### src/rtl/full_alu_pkg.sv
// Shared constants and operation codes for the 16-bit registered ALU slice.
// The optional set-less-than behaviour for Func 7 is enabled by FULL_ALU_SLT_EN.
package full_alu_pkg;

  localparam int unsigned WIDTH = 16;

  typedef enum logic [1:0] {
    ALUOP_ADD  = 2'd0,
    ALUOP_SUB  = 2'd1,
    ALUOP_FUNC = 2'd2,
    ALUOP_OR   = 2'd3
  } aluop_e;

  typedef enum logic [3:0] {
    FN_ADD  = 4'd0,
    FN_SUB  = 4'd1,
    FN_AND  = 4'd2,
    FN_OR   = 4'd3,
    FN_NOR  = 4'd4,
    FN_NAND = 4'd5,
    FN_XOR  = 4'd6,
    FN_SLT  = 4'd7
  } func_e;

endpackage

### src/rtl/full_alu_core.sv
// Combinational ALU core: operation select from aluop/func, result and signed overflow.
// Func 7 becomes set-less-than when FULL_ALU_SLT_EN is defined.
module alu_core #(
  parameter int unsigned WIDTH = full_alu_pkg::WIDTH
) (
  input  logic [WIDTH-1:0] a,
  input  logic [WIDTH-1:0] b,
  input  logic [1:0]       aluop,
  input  logic [3:0]       func,
  output logic [WIDTH-1:0] y,
  output logic             ovf
);
  import full_alu_pkg::*;

  logic [WIDTH-1:0] sum;
  logic [WIDTH-1:0] diff;
  logic             add_ovf;
  logic             sub_ovf;

  assign sum     = a + b;
  assign diff    = a - b;
  assign add_ovf = (a[WIDTH-1] == b[WIDTH-1]) && (sum[WIDTH-1] != a[WIDTH-1]);
  assign sub_ovf = (a[WIDTH-1] != b[WIDTH-1]) && (diff[WIDTH-1] != a[WIDTH-1]);

  always_comb begin
    y   = '0;
    ovf = 1'b0;
    case (aluop)
      ALUOP_ADD: begin y = sum;  ovf = add_ovf; end
      ALUOP_SUB: begin y = diff; ovf = sub_ovf; end
      ALUOP_OR:  y = a | b;
      ALUOP_FUNC: begin
        case (func)
          FN_ADD:  begin y = sum;  ovf = add_ovf; end
          FN_SUB:  begin y = diff; ovf = sub_ovf; end
          FN_AND:  y = a & b;
          FN_OR:   y = a | b;
          FN_NOR:  y = ~(a | b);
          FN_NAND: y = ~(a & b);
          FN_XOR:  y = a ^ b;
`ifdef FULL_ALU_SLT_EN
          // Sign of the true difference is diff MSB corrected by overflow.
          FN_SLT:  y = {{(WIDTH-1){1'b0}}, diff[WIDTH-1] ^ sub_ovf};
`else
          FN_SLT:  begin y = diff; ovf = sub_ovf; end
`endif
          default: begin y = '0; ovf = 1'b0; end
        endcase
      end
      default: begin y = '0; ovf = 1'b0; end
    endcase
  end

endmodule

### src/rtl/full_alu.sv
// 16-bit registered ALU slice: enable-gated operand registers, combinational core,
// enable-gated result/overflow register and flags from the result register (FULL_ALU_SLT_EN optional).
module full_alu #(
  parameter int unsigned WIDTH = full_alu_pkg::WIDTH
) (
  input  logic             clk,
  input  logic             rst_n,
  input  logic [WIDTH-1:0] A,
  input  logic [WIDTH-1:0] B,
  input  logic             A_write,
  input  logic             B_write,
  input  logic             ALUout_write,
  input  logic [1:0]       ALUop,
  input  logic [3:0]       Func,
  output logic [WIDTH-1:0] Result,
  output logic             isNegative,
  output logic             overflow,
  output logic             isZero
);
  import full_alu_pkg::*;

  logic [WIDTH-1:0] a_q, a_d;
  logic [WIDTH-1:0] b_q, b_d;
  logic [WIDTH-1:0] result_q, result_d;
  logic             ovf_q, ovf_d;
  logic [WIDTH-1:0] core_y;
  logic             core_ovf;

  alu_core #(.WIDTH(WIDTH)) u_core (
    .a     (a_q),
    .b     (b_q),
    .aluop (ALUop),
    .func  (Func),
    .y     (core_y),
    .ovf   (core_ovf)
  );

  always_comb begin
    a_d      = A_write      ? A        : a_q;
    b_d      = B_write      ? B        : b_q;
    result_d = ALUout_write ? core_y   : result_q;
    ovf_d    = ALUout_write ? core_ovf : ovf_q;
  end

  always_ff @(posedge clk or negedge rst_n) begin
    if (!rst_n) begin
      a_q      <= '0;
      b_q      <= '0;
      result_q <= '0;
      ovf_q    <= 1'b0;
    end else begin
      a_q      <= a_d;
      b_q      <= b_d;
      result_q <= result_d;
      ovf_q    <= ovf_d;
    end
  end

  assign Result     = result_q;
  assign overflow   = ovf_q;
  assign isNegative = result_q[WIDTH-1];
  assign isZero     = (result_q == '0);

endmodule

### config.mk
export PLATFORM = sky130hd
export DESIGN_NAME = full_alu
export DESIGN_NICKNAME = d
export VERILOG_FILES = /design/src/rtl/full_alu_pkg.sv /design/src/rtl/full_alu_core.sv /design/src/rtl/full_alu.sv
export SDC_FILE = /design/constraint.sdc
export NUM_CORES = 1
export LEC_CHECK = 0
export CELL_PAD_IN_SITES_DETAIL_PLACEMENT = 2
export CELL_PAD_IN_SITES_GLOBAL_PLACEMENT = 2
export CORE_MARGIN = 3
export CORE_UTILIZATION = 34
export CTS_BUF_LIST = sky130_fd_sc_hd__clkbuf_4 sky130_fd_sc_hd__clkbuf_8
export CTS_CLUSTER_DIAMETER = 80
export DETAILED_ROUTE_END_ITERATION = 8
export PLACE_DENSITY_LB_ADDON = 0.05
export SETUP_SLACK_MARGIN = 0.4
export SLEW_MARGIN = 20
export SYNTH_ARGS = -nofsm -noshare
export SYNTH_HDL_FRONTEND = slang
export SYNTH_SLANG_ARGS = --single-unit
### constraint.sdc
create_clock -name clk -period 3.45 [get_ports clk]
set_input_delay 0.69 -clock clk [delete_from_list [all_inputs] [get_ports clk]]
set_output_delay 0.69 -clock clk [all_outputs]
set_load 0.02 [all_outputs]
# [Word-level counts from Yosys, hierarchy flattened]
# Index checks and enable logic that the tools add are counted.
[totals] register_bits=49 latchBits=0 ramBits=0 rom_bits=0 in_bits=43 n_memories=0
[classes] addsub=2 mul=0 n_div=0 magnitude_cmp=0 eq_ne=14 shift=0 muxes=4 bitwise_logic=5 reduce_logical=6
[ops] operator="16-bit one-hot mux with 7 select lines" count=1
[ops] operator="16-bit one-hot mux with 4 select lines" count=1
[ops] operator="16-bit inverter" count=2
[ops] operator="16-bit adder" count=1
[ops] operator="16-bit bitwise AND" count=1
[ops] operator="4-bit by 3-bit equality test with 1-bit output, second input constant" count=4
[ops] operator="16-bit zero test" count=1
[ops] operator="16-bit OR" count=1
[ops] operator="16-bit subtractor" count=1
[ops] operator="16-bit XOR" count=1
[ops] operator="4-bit by 2-bit equality test with 1-bit output, second input constant" count=2
[ops] operator="2-bit equality test, second input constant" count=2
[ops] operator="4-bit by 1-bit equality test with 1-bit output, second input constant" count=1
[ops] operator="4-bit zero test" count=1
[ops] operator="1-bit != test" count=3
[ops] operator="1-bit one-hot mux with 3 select lines" count=1
[ops] operator="2-bit by 1-bit equality test with 1-bit output, second input constant" count=1
[ops] operator="1-bit logical AND" count=2
[ops] operator="2-bit zero test" count=1
[ops] operator="1-bit one-hot mux with 2 select lines" count=1
[ops] operator="2-bit OR reduction" count=1
[ops] operator="1-bit equality test" count=1

# [Depth between registers and ports, before layout]
# Gate-level depths: netlist of the first run.
[logic_depth] word_depth=5 depth_mapped=11 depth_no_buf=11

# [By module]
# Synthesis of the first run repeated with hierarchy kept, for this count alone.
[unflattened] cells_unflattened=617 area_unflattened_um2=5318.9
[by_module_without_submodules] mod="alu_core" n_inst=1 cells_per_inst=507 area_each_um2=3293.2 seq_area_each_um2=0.0
[by_module_without_submodules] mod="full_alu" n_inst=1 cells_per_inst=110 area_each_um2=2025.7 seq_area_each_um2=1226.2

# [Least setup slack after synthesis of the first run]
# OpenSTA, ideal clock, no wires.
[synth_path] kind="register to register" from="register a_q[0]" to="register result_q[12] (netlist: Result[12])" setup_ns=0.123 arrival_ns=2.343 t_required_ns=3.327 slack_ns=0.985 stages_incl_launch_ff=12 n_path_buf=0 period_less_slack_ns=2.465 cell_sequence="dfrtp_1 inv_1 ha_1 fa_1 o21bai_1 nand3_1 a31oi_1 a211oi_1 o21bai_1 xnor2_1 a31oi_1 o221a_2"
[synth_between] elab_chain_len=3
[synth_lines] item="start, declared" line_no="full_alu.sv:22" rtl="logic [WIDTH-1:0] a_q, a_d;"
[synth_lines] item="start signal, assigned" line_no="full_alu.sv:47" rtl="a_q <= '0;"
[synth_lines] item="start signal, assigned" line_no="full_alu.sv:52" rtl="a_q <= a_d;"
[synth_lines] item="16-bit subtractor or 16-bit adder (tied branches)" line_no="full_alu_core.sv:21, full_alu_core.sv:20"
[synth_lines] item="16-bit one-hot mux with 7 select lines" line_no="full_alu_core.sv:33" rtl="case (func)"
[synth_lines] item="16-bit one-hot mux with 4 select lines (*)" line_no="full_alu_core.sv:28" rtl="case (aluop)"
[synth_lines] item="end signal, assigned" line_no="full_alu.sv:54" rtl="result_q <= result_d;"
[synth_lines] item="end, declared" line_no="full_alu.sv:24" rtl="logic [WIDTH-1:0] result_q, result_d;"
# Mark *: on every way between the ends. The rest lies on a longest branch, timed or not.
# A chain may end at the register's enable or synchronous reset.

# [Final worst setup path of the first run]
[layout_path] from="register a_q[1]" to="register result_q[9] (netlist: Result[9])"
# The elaborated chain is that of the path after synthesis.

==> flow_metrics.tcl, run 1 <==
set metrics [dict create \
    path_clk_slew_ns 0.12 \
    synthArstFlopShare 1.00 \
    postCtsHoldBufs 0 \
    setup_repair_after_global_routing_missed_its_margin "yes" \
    highest_attainable_clock_frequency_ghz 0.341 \
    floorplan.die_area_mm2 0.0162 \
    critical_path.endpoint_type "flip-flop" \
    route.detailed.drc 0 \
    post_synth_fa_ha_maj_area_fraction 0.126 \
    vias 5357 \
    peakVddDrop_v 0.000206 \
    cellPowerDensity_mw_per_mm2 395 \
    skew_ns 0.0187 \
    number_of_diodes 0 \
    synth.avg_cell_area_um2 7.53 \
    core_area_mm2 0.0141 \
    drt_pre_antenna_iters 5 \
    final.setup.tns_ns 0 \
    global_route.overflow_total 0 \
    globalplace.congestion 0.928 \
    initial_utilization 0.353 \
    initial_antenna_violation_count 0 \
    critical_path_peak_fanout 4 \
    cts_inserted_buffers 5 \
    drive_above_1_share 0.101 \
    final_design_area_no_fill_mm2 0.00608 \
    die_height_um 127 \
    dominantRegCellSynth "sky130_fd_sc_hd__dfrtp_1" \
    grt_first_pass_wirelength_um 33800 \
    synth_area_leaders "sky130_fd_sc_hd__dfrtp_1 25%, sky130_fd_sc_hd__ha_1 12%, sky130_fd_sc_hd__o21ai_0 7.5%" \
    power.total_mw 2.40 \
    place_hpwl_um 16500 \
    cts_tree "yes" \
    yosys_register_bits 49 \
    cap_violations 0 \
    post-place-cells 893 \
    static-leakage-power_nw 2.58 \
    yosys.area_share.xor_xnor 0.0473 \
    synth-compound-area-share 0.311 \
    routed_wirelength_um 21500 \
    number_of_different_library_cells_in_the_post_synthesis_netlist 73 \
    drt_first_iter_violations 391 \
    simple_gate_fraction_of_synth_area 0.181 \
    io_port_bufs 61 \
    commonest_non_fill_non_tap_cell_in_the_layout "sky130_fd_sc_hd__nand2_1" \
    status "complete, no violations" \
    first_global_vias 5701 \
    placedInstanceArea_mm2 0.00590 \
    cts.sink_count 49 \
    synth_top_family_by_area "compound AO/OA/AOI/OAI gates" \
    area_growth_pct 21.6 \
    synth.yosys.seq_area_share 0.245 \
    synth-edff-count 0 \
    grt_start_max_net_pins 42 \
    grt.total_usage 0.269 \
    finalSetupViolations 0 \
    timing_worst_slew_pin_value_ns 0.985 \
    clk_latency_ns 0.35 \
    synthMuxAreaShare 0.0148 \
    post_synth_instance_area_mm2 0.00500 \
    post_synth_inst_count 664 \
    final_cells 904 \
    post-route-period-util 0.849 \
    min_path_type "in2async" \
    worstPathRequired_ns 3.68 \
    synthesis.yosys.warnings 0 \
    finalWorstPathRequiredPeriod_ns 2.93 \
    num-fill-cells 1645 \
    cts-htree-levels 2 \
    top_library_cells_by_usage_in_the_layout_fill_and_taps_aside "82 x sky130_fd_sc_hd__nand2_1, 75 x sky130_fd_sc_hd__o21ai_0, 60 x sky130_fd_sc_hd__clkdlybuf4s50_1, 54 x sky130_fd_sc_hd__nor2_1, 54 x sky130_fd_sc_hd__a21oi_1" \
    cts_root_buf "sky130_fd_sc_hd__clkbuf_8" \
    post-synth-top-area-cell "sky130_fd_sc_hd__dfrtp_1" \
    wire_length_per_cell_after_detailed_routing_um 23.8 \
    placement_rows 43 \
    critical_path_arrival_ns 3.16 \
    seq_area_mm2 0.00123 \
    boundaryPins 62 \
    slew-limit-headroom 0.343 \
    drt-vias-per-instance 5.93 \
    worst_setup_path_start_kind "flip-flop" \
    die_width_um 127 \
    worstSetupPathType "reg2reg" \
    maxSlewViolCount 0 \
    finalHoldViolCount 0 \
    multi_input_logic_area_mm2 0.00347 \
    synth.top_cell.area_share 0.245 \
    mappedNetlistNets 756 \
    drtAntennaViolNets 0 \
    fin_nets 815 \
    clk_path_buf_depth 2 \
]
-- routing by layer --
| metal | global-route usage | wire [µm] | vias to the layer above |
|---|---|---|---|
| met4 | 0.0625 | 277 | 0 |
| met2 | 0.432 | 9990 | 126 |
| met3 | 0.0435 | 1020 | 22 |
| met1 | 0.379 | 10200 | 2747 |
| li1 | - | - | 2462 |
| met5 | 0 | 0 | - |
-- per-stage QoR --
step	hold WS [ns]	setup slack [ns]	utilization
final	0.498	0.522	0.430
after global routing	0.547	0.310	0.430
after CTS	0.496	0.403	0.424
after detailed placement	0.523	0.217	0.417
after global placement	0.496	0.240	0.417
after floorplan	0.394	0.985	-
-- worst paths after layout --
| path | from | end | slack, ns | cells after the start |
|---|---|---|---|---|
| min | rst_n | a_q[0]$_DFFE_PN0P_ | 0.50 | 1 |
| max | a_q[1]$_DFFE_PN0P_ | Result[9]$_DFFE_PN0P_ | 0.52 | 11 |
| max in group asynchronous | rst_n | a_q[12]$_DFFE_PN0P_ | 2.25 | 2 |
| min in group clk | Result[1]$_DFFE_PN0P_ | Result[1]$_DFFE_PN0P_ | 0.54 | 2 |
| max reg2reg | a_q[1]$_DFFE_PN0P_ | Result[9]$_DFFE_PN0P_ | 0.52 | 11 |
| min reg2reg | Result[1]$_DFFE_PN0P_ | Result[1]$_DFFE_PN0P_ | 0.54 | 2 |
-- cell usage after synthesis (3+ instances only) --
cell type / number
sky130_fd_sc_hd__or2_2: 3
sky130_fd_sc_hd__nand3_1: 8
sky130_fd_sc_hd__o22ai_1: 8
sky130_fd_sc_hd__nor3_1: 11
sky130_fd_sc_hd__nand2b_1: 5
sky130_fd_sc_hd__inv_1: 48
sky130_fd_sc_hd__a22oi_1: 14
sky130_fd_sc_hd__a32o_1: 3
sky130_fd_sc_hd__dfrtp_1: 49
sky130_fd_sc_hd__nor2_1: 54
sky130_fd_sc_hd__xor2_1: 4
sky130_fd_sc_hd__mux2i_1: 4
sky130_fd_sc_hd__o31ai_1: 3
sky130_fd_sc_hd__a21o_1: 9
sky130_fd_sc_hd__buf_2: 8
sky130_fd_sc_hd__o2bb2ai_1: 5
sky130_fd_sc_hd__xnor2_1: 23
sky130_fd_sc_hd__o221ai_1: 4
sky130_fd_sc_hd__clkbuf_1: 30
sky130_fd_sc_hd__nand2_1: 82
sky130_fd_sc_hd__clkinv_1: 3
sky130_fd_sc_hd__o21ai_1: 5
sky130_fd_sc_hd__nor2b_1: 12
sky130_fd_sc_hd__and3_1: 3
sky130_fd_sc_hd__o221a_2: 4
sky130_fd_sc_hd__ha_1: 47
sky130_fd_sc_hd__a211oi_1: 10
sky130_fd_sc_hd__nor3b_1: 3
sky130_fd_sc_hd__a31oi_1: 9
sky130_fd_sc_hd__o21ai_0: 75
sky130_fd_sc_hd__a21oi_1: 54
sky130_fd_sc_hd__nor4_1: 6
sky130_fd_sc_hd__o21bai_1: 5
sky130_fd_sc_hd__o211ai_1: 4
sky130_fd_sc_hd__a22o_1: 3
-- kinds of logic after synthesis --
logic type      after synthesis
fa+ha+maj                    49
flops                        49
buf+inv                      94
xor+xnor                     27
compound gates              241
simple gates                198
mux                           6
-- sequential cells by signal (all words and copies together) (netlist names) --
signal    flops
Result       16
a_q          16
b_q          16
overflow      1
-- power breakdown --
group	internal, mW	switching (mW)
sequential	0.649	0.0743
combinational	0.518	0.773
clock	0.141	0.246
total	1.31	1.09
-- final cells by class --
cell class	count	area share
timing repair buffer	94	0.144
clock buffer	5	0.0113
tap	180	0.0370
inverter	52	0.0321
clock inverter	3	0.00288
sequential	49	0.202
multi-input combinational	521	0.570
-- critical path, cell delays in order (launching register included) --
cell and delay (ns):
sky130_fd_sc_hd__dfrtp_1 0.41, sky130_fd_sc_hd__inv_1 0.13, sky130_fd_sc_hd__ha_1 0.38, sky130_fd_sc_hd__a211oi_1 0.30, sky130_fd_sc_hd__buf_4 0.20, sky130_fd_sc_hd__o31ai_4 0.09, sky130_fd_sc_hd__a21boi_2 0.33, sky130_fd_sc_hd__o21ai_4 0.14
sky130_fd_sc_hd__xnor2_1 0.16, sky130_fd_sc_hd__a2111oi_1 0.44, sky130_fd_sc_hd__buf_4 0.18, sky130_fd_sc_hd__a311oi_1 0.04
-- timing repair --
action	CTS	global route
gates resized for setup	3	12
pin swaps	0	2
endpoints found under the setup margin	4	12
buffers inserted	0	3
No activity file was read; power rests on OpenSTA's default activity.
==> run 2, diff against run 1 <==
--- a/config.mk
+++ b/config.mk
@@ -8,7 +8,7 @@
 export CELL_PAD_IN_SITES_DETAIL_PLACEMENT = 2
 export CELL_PAD_IN_SITES_GLOBAL_PLACEMENT = 2
 export CORE_MARGIN = 3
-export CORE_UTILIZATION = 34
+export CORE_UTILIZATION = 30
 export CTS_BUF_LIST = sky130_fd_sc_hd__clkbuf_4 sky130_fd_sc_hd__clkbuf_8
 export CTS_CLUSTER_DIAMETER = 80
 export DETAILED_ROUTE_END_ITERATION = 8
==> constraint.sdc (replaced) <==
create_clock -name clk -period 2.4 [get_ports clk]
set_input_delay 0.48 -clock clk [delete_from_list [all_inputs] [get_ports clk]]
set_output_delay 0.48 -clock clk [all_outputs]
set_load 0.02 [all_outputs]
==> run 2 against run 1 <==
  * The flow now finishes with violations (setup timing)
  * Setup slack worse by 0.89 ns
  * Non-clock buffer count up 171
  * Core utilization up 8.0 points
  * Via count up 23%
  * Critical endpoint is now Result[12]$_DFFE_PN0P_
  * Highest routed layer unchanged
==> flow_metrics.tcl, run 2 (same netlist as run 1, synthesis figures left out) <==
set metrics [dict create \
    number_of_diodes 0 \
    area_growth_pct 64.3 \
    route.detailed.drc 0 \
    cp_cell_sequence "inv_1, buf_4, ha_1, nor2b_1, o211ai_1, a21oi_2, buf_4, nor2_1, o311a_1, a21oi_1, nand4b_1, o221a_2" \
    min_path_type "in2async" \
    grt_first_pass_wirelength_um 43000 \
    cts_inserted_buffers 5 \
    core_area_mm2 0.0161 \
    final_design_area_no_fill_mm2 0.00821 \
    p_clk_frac 0.130 \
    critPathSlowestCell "sky130_fd_sc_hd__dfrtp_1" \
    cts_tree "yes" \
    drtAntennaViolNets 0 \
    finalHoldViolCount 0 \
    boundaryPins 62 \
    highest_attainable_clock_frequency_ghz 0.361 \
    commonest_non_fill_non_tap_cell_in_the_layout "sky130_fd_sc_hd__buf_4" \
    drt_pre_antenna_iters 7 \
    worstSetupPathType "reg2reg" \
    static-leakage-power_nw 3.62 \
    top_library_cells_by_usage_in_the_layout_fill_and_taps_aside "190 x sky130_fd_sc_hd__buf_4, 80 x sky130_fd_sc_hd__nand2_1, 60 x sky130_fd_sc_hd__o21ai_0, 55 x sky130_fd_sc_hd__clkdlybuf4s50_1, 50 x sky130_fd_sc_hd__nor2_1" \
    num-fill-cells 1734 \
    wire_length_per_cell_after_detailed_routing_um 29.6 \
    cpLargestDelayFamily "compound AO/OA/AOI/OAI gates" \
    io_port_bufs 61 \
    power.total_mw 4.74 \
    floorplan.die_area_mm2 0.0182 \
    placement_rows 46 \
    clk_latency_ns 0.35 \
    fin_nets 986 \
    cts-htree-levels 2 \
    setup_repair_after_global_routing_missed_its_margin "yes" \
    failing_checks "setup timing" \
    grt.total_usage 0.309 \
    critical_path.max_stage_delay_ns 0.42 \
    cap_violations 0 \
    power.switching_fraction 0.458 \
    pre_cts_slack_ns -0.499 \
    post_route_core_utilization 0.510 \
    worstPathRequired_ns 2.70 \
    peakVddDrop_v 0.000273 \
    cp.buffers_inverters 3 \
    status "finished with violations" \
    finalWorstPathRequiredPeriod_ns 2.77 \
    cts.sink_count 49 \
    initial_utilization 0.310 \
    critical_path_arrival_ns 3.07 \
    globalplace.congestion 0.955 \
    drive_above_1_share 0.393 \
    maxSlewViolCount 0 \
    cts_root_buf "sky130_fd_sc_hd__clkbuf_8" \
    path_clk_slew_ns 0.11 \
    multi_input_logic_area_mm2 0.00421 \
    first_global_vias 7159 \
    fin_worst_hold_slack_ns 0.110 \
    worst_setup_path_start_kind "flip-flop" \
    fin_ws_ns -0.370 \
    post-route-period-util 1.15 \
    clk_path_buf_depth 2 \
    critical_path.endpoint_type "flip-flop" \
    vias 6608 \
    seq_area_mm2 0.00123 \
    drt-vias-per-instance 5.95 \
    finalSetupViolations 13 \
    drt_first_iter_violations 673 \
    initial_antenna_violation_count 0 \
    timing_worst_slew_pin_value_ns 0.563 \
    power.net_switching_mw 2.17 \
    routed_wirelength_um 32900 \
    global_route.overflow_total 0 \
    internal-power_mw 2.57 \
    die_width_um 135 \
    skew_ns 0.0187 \
    place_hpwl_um 19800 \
    grt_start_max_net_pins 33 \
    cellPowerDensity_mw_per_mm2 578 \
    comb_power_share 0.646 \
    placedInstanceArea_mm2 0.00718 \
    slew-limit-headroom 0.624 \
    critical_path_peak_fanout 3 \
    cpMostUsedCell "sky130_fd_sc_hd__buf_4" \
    die_height_um 135 \
    seq_power_share 0.224 \
]
## run 2: worst register-to-register path: cells and delay by family, from the launching register on
family	cells	cell delay (ns)
compound gates	5	1.19
buf+inv	3	0.47
flops	1	0.42
simple gates	3	0.41
fa+ha+maj	1	0.25
## run 2: stage by stage
| step | setup TNS [ns] | std cells |
|---|---|---|
| finish | -3.15 | 1111 |
| global placement | -4.18 | 1083 |
| CTS | -1.42 | 1106 |
| global route | -3.95 | 1111 |
| detailed placement | -5.76 | 1083 |
| floorplan | 0 | 664 |
## run 2: repair_timing
action	in CTS	in global routing
gates resized for setup	118	50
setup buffers	15	5
hold buffers	0	0
setup endpoints to repair	18	18
gates cloned	0	0
pin swaps	50	29
## run 2: cell type report
cell class                 count  share of cell area
timing repair buffer         265               0.269
clock buffer                   7              0.0117
sequential                    49               0.149
multi-input combinational    521               0.512
clock inverter                 1            0.000609
tap                          216              0.0329
inverter                      52              0.0242
## run 2: path summary, 6_finish.rpt
check | slack (ns) | start | cells past startpoint | to
max | -0.37 | b_q[6]$_DFFE_PN0P_ | 12 | Result[12]$_DFFE_PN0P_
min | 0.11 | rst_n | 1 | Result[1]$_DFFE_PN0P_
max reg2reg | -0.37 | b_q[6]$_DFFE_PN0P_ | 12 | Result[12]$_DFFE_PN0P_
min reg2reg | 0.54 | Result[7]$_DFFE_PN0P_ | 1 | Result[7]$_DFFE_PN0P_
max in group asynchronous | 1.70 | rst_n | 2 | b_q[12]$_DFFE_PN0P_
min in group clk | 0.54 | Result[7]$_DFFE_PN0P_ | 1 | Result[7]$_DFFE_PN0P_
## run 2: power by group through the flow
| stage | Combinational (mW) | Sequential (mW) | Clock (mW) |
|---|---|---|---|
| 2_1_floorplan | 1.07 | 1.09 | 0 |
| 3_3_place_gp | 2.19 | 1.04 | 0 |
| 3_5_place_dp | 2.29 | 1.05 | 0 |
| 4_1_cts | 2.64 | 1.04 | 0.634 |
| 5_1_grt | 3.19 | 1.07 | 0.649 |
| 6_report | 3.06 | 1.06 | 0.619 |
## run 2: routing by layer
metal / track usage / up-vias / part of all wire
met1: 0.399 / 3345 / 0.41
met4: 0.0773 / 0 / 0.043
met3: 0.0488 / 106 / 0.065
met2: 0.538 / 342 / 0.49
li1: - / 2815 / -
met5: 0 / - / 0
==> run 3, diff against run 2 <==
--- a/config.mk
+++ b/config.mk
@@ -7,6 +7,7 @@
 export LEC_CHECK = 0
 export CELL_PAD_IN_SITES_DETAIL_PLACEMENT = 2
 export CELL_PAD_IN_SITES_GLOBAL_PLACEMENT = 2
+export CORE_ASPECT_RATIO = 0.5
 export CORE_MARGIN = 3
 export CORE_UTILIZATION = 30
 export CTS_BUF_LIST = sky130_fd_sc_hd__clkbuf_4 sky130_fd_sc_hd__clkbuf_8
==> run 3 against run 2 <==
  * The run still ends with setup timing left
  * Critical path depth unchanged
  * Critical endpoint is now Result[10]$_DFFE_PN0P_
  * Sequential power about the same
  * First-iteration DRC count increased by 51%
  * Fmax decreased by 6.7%
  * Register-to-register slack got worse by 0.20 ns
  * Non-clock buffer count increased by 12
  * Highest routed layer is now met5
  * Sequential share of layout area decreased by 0.49 points
  * Flip-flop and latch count unchanged
  * Core utilization increased by 2.6 points
==> flow_metrics.tcl, run 3 (same netlist as run 1, synthesis figures left out) <==
set metrics [dict create \
    worst_setup_path_start_kind "flip-flop" \
    top_library_cells_by_usage_in_the_layout_fill_and_taps_aside "190 x sky130_fd_sc_hd__buf_4, 80 x sky130_fd_sc_hd__nand2_1, 61 x sky130_fd_sc_hd__o21ai_0, 54 x sky130_fd_sc_hd__clkdlybuf4s50_1, 51 x sky130_fd_sc_hd__nor2_1" \
    initial_antenna_violation_count 1 \
    critical_path_peak_fanout 3 \
    grt.total_usage 0.359 \
    io_port_bufs 61 \
    placedInstanceArea_mm2 0.00721 \
    vias 7218 \
    min_path_type "in2async" \
    final_design_area_no_fill_mm2 0.00850 \
    wire_length_per_cell_after_detailed_routing_um 35.1 \
    internal-power_mw 2.68 \
    die_width_um 189 \
    cts.sink_count 49 \
    drt_first_iter_violations 1016 \
    critPathSlowestCell "sky130_fd_sc_hd__dfrtp_1" \
    cts-htree-levels 2 \
    finalWorstPathRequiredPeriod_ns 2.97 \
    boundaryPins 62 \
    clk_latency_ns 0.37 \
    drt-vias-per-instance 6.40 \
    area_growth_pct 70.0 \
    maxSlewViolCount 0 \
    drive_above_1_share 0.415 \
    die_height_um 97.3 \
    status "finished with violations" \
    clk_path_buf_depth 2 \
    globalplace.congestion 0.915 \
    grt_start_max_net_pins 31 \
    cts_inserted_buffers 5 \
    skew_ns 0.0174 \
    core_area_mm2 0.0159 \
    place_hpwl_um 21800 \
    pre_cts_slack_ns -0.380 \
    path_clk_slew_ns 0.14 \
    fin_nets 998 \
    timing_worst_slew_pin_value_ns 0.599 \
    post_route_core_utilization 0.536 \
    floorplan.die_area_mm2 0.0183 \
    failing_checks "setup timing" \
    drtAntennaViolNets 0 \
    setup_repair_after_global_routing_missed_its_margin "yes" \
    postCtsHoldBufs 0 \
    critical_path.startpoint "b_q[7]$_DFFE_PN0P_" \
    placement_rows 32 \
    fin_ws_ns -0.571 \
    cp_cell_sequence "inv_1, ha_4, buf_4, buf_4, a21oi_1, nor2_1, o31ai_4, buf_6, nor2b_4, xnor2_2, o21ai_1, o2bb2ai_1" \
    routed_wirelength_um 39600 \
    comb_power_share 0.679 \
    drt_pre_antenna_iters 5 \
    final.setup.tns_ns -5.39 \
    post-route-period-util 1.24 \
    commonest_non_fill_non_tap_cell_in_the_layout "sky130_fd_sc_hd__buf_4" \
    seq_area_mm2 0.00123 \
    p_clk_frac 0.119 \
    cts_tree "yes" \
    power.net_switching_mw 2.58 \
    finalSetupViolations 15 \
    cts_root_buf "sky130_fd_sc_hd__clkbuf_8" \
    first_global_vias 7345 \
    static-leakage-power_nw 3.71 \
    seq_power_share 0.202 \
    peakVddDrop_v 0.000298 \
    worstSetupPathType "reg2reg" \
    num-fill-cells 1679 \
    slew-limit-headroom 0.601 \
    power.total_mw 5.26 \
    highest_attainable_clock_frequency_ghz 0.337 \
    cpMostUsedCell "sky130_fd_sc_hd__buf_4" \
    power.switching_fraction 0.491 \
    grt_first_pass_wirelength_um 49700 \
    worstPathRequired_ns 2.70 \
    initial_utilization 0.315 \
    cellPowerDensity_mw_per_mm2 619 \
    multi_input_logic_area_mm2 0.00430 \
    critical_path_arrival_ns 3.27 \
    finalHoldViolCount 0 \
    critical_path.reg2reg.startpoint "b_q[7]$_DFFE_PN0P_" \
    cap_violations 0 \
    critical_path.max_stage_delay_ns 0.47 \
    critical_path.endpoint_type "flip-flop" \
    global_route.overflow_total 0 \
    route.detailed.drc 0 \
]
## run 3: area by class of cell
class	instances	area share
clock inverters	2	0.00191
well taps	221	0.0325
diodes	1	0.000295
repair buffers	277	0.283
multi-input cells	521	0.506
clock buffers	5	0.00810
inverters	52	0.0239
flip-flops and latches	49	0.145
## run 3: worst max-delay path: cells and delay by family, from the launching register on
family | cells | cell delay [ns]
simple gates | 2 | 0.35
fa+ha+maj | 1 | 0.26
compound gates | 4 | 0.95
xor+xnor | 1 | 0.19
flops | 1 | 0.47
buf+inv | 4 | 0.68
## run 3: worst paths after layout
path,endpoint,slack (ns),cells past startpoint
worst max-delay path,Result[10]$_DFFE_PN0P_,-0.57,12
worst min-delay path,Result[5]$_DFFE_PN0P_,0.08,1
worst max register to register,Result[10]$_DFFE_PN0P_,-0.57,12
worst min register to register,Result[7]$_DFFE_PN0P_,0.56,1
max in group asynchronous,b_q[11]$_DFFE_PN0P_,1.66,2
min in group clk,Result[7]$_DFFE_PN0P_,0.56,1
## run 3: per-stage QoR
step | hold slack (ns) | cells
floorplan | 0.184 | 664
global placement | 0.497 | 1082
detailed placement | 0.501 | 1082
CTS | 0.130 | 1109
global route | 0.121 | 1127
finish | 0.0848 | 1128
## run 3: what timing repair did
action                                  in CTS  in global routing
endpoints found under the setup margin      17                 18
pin swaps                                   56                 58
gates resized for setup                    118                 77
buffers inserted                            20                 18
## run 3: routing by layer
metal	wire [µm]	global-route usage
met5	11	0
met4	1670	0.0852
met3	4540	0.0872
met2	17000	0.553
met1	16400	0.505
## run 3: power groups by stage
stage	logic, mW	clock network (mW)	registers, mW
3_3_place_gp	2.31	0	1.03
5_1_grt	3.64	0.640	1.07
3_5_place_dp	2.44	0	1.05
2_1_floorplan	1.07	0	1.09
4_1_cts	2.85	0.574	1.04
6_report	3.57	0.627	1.06
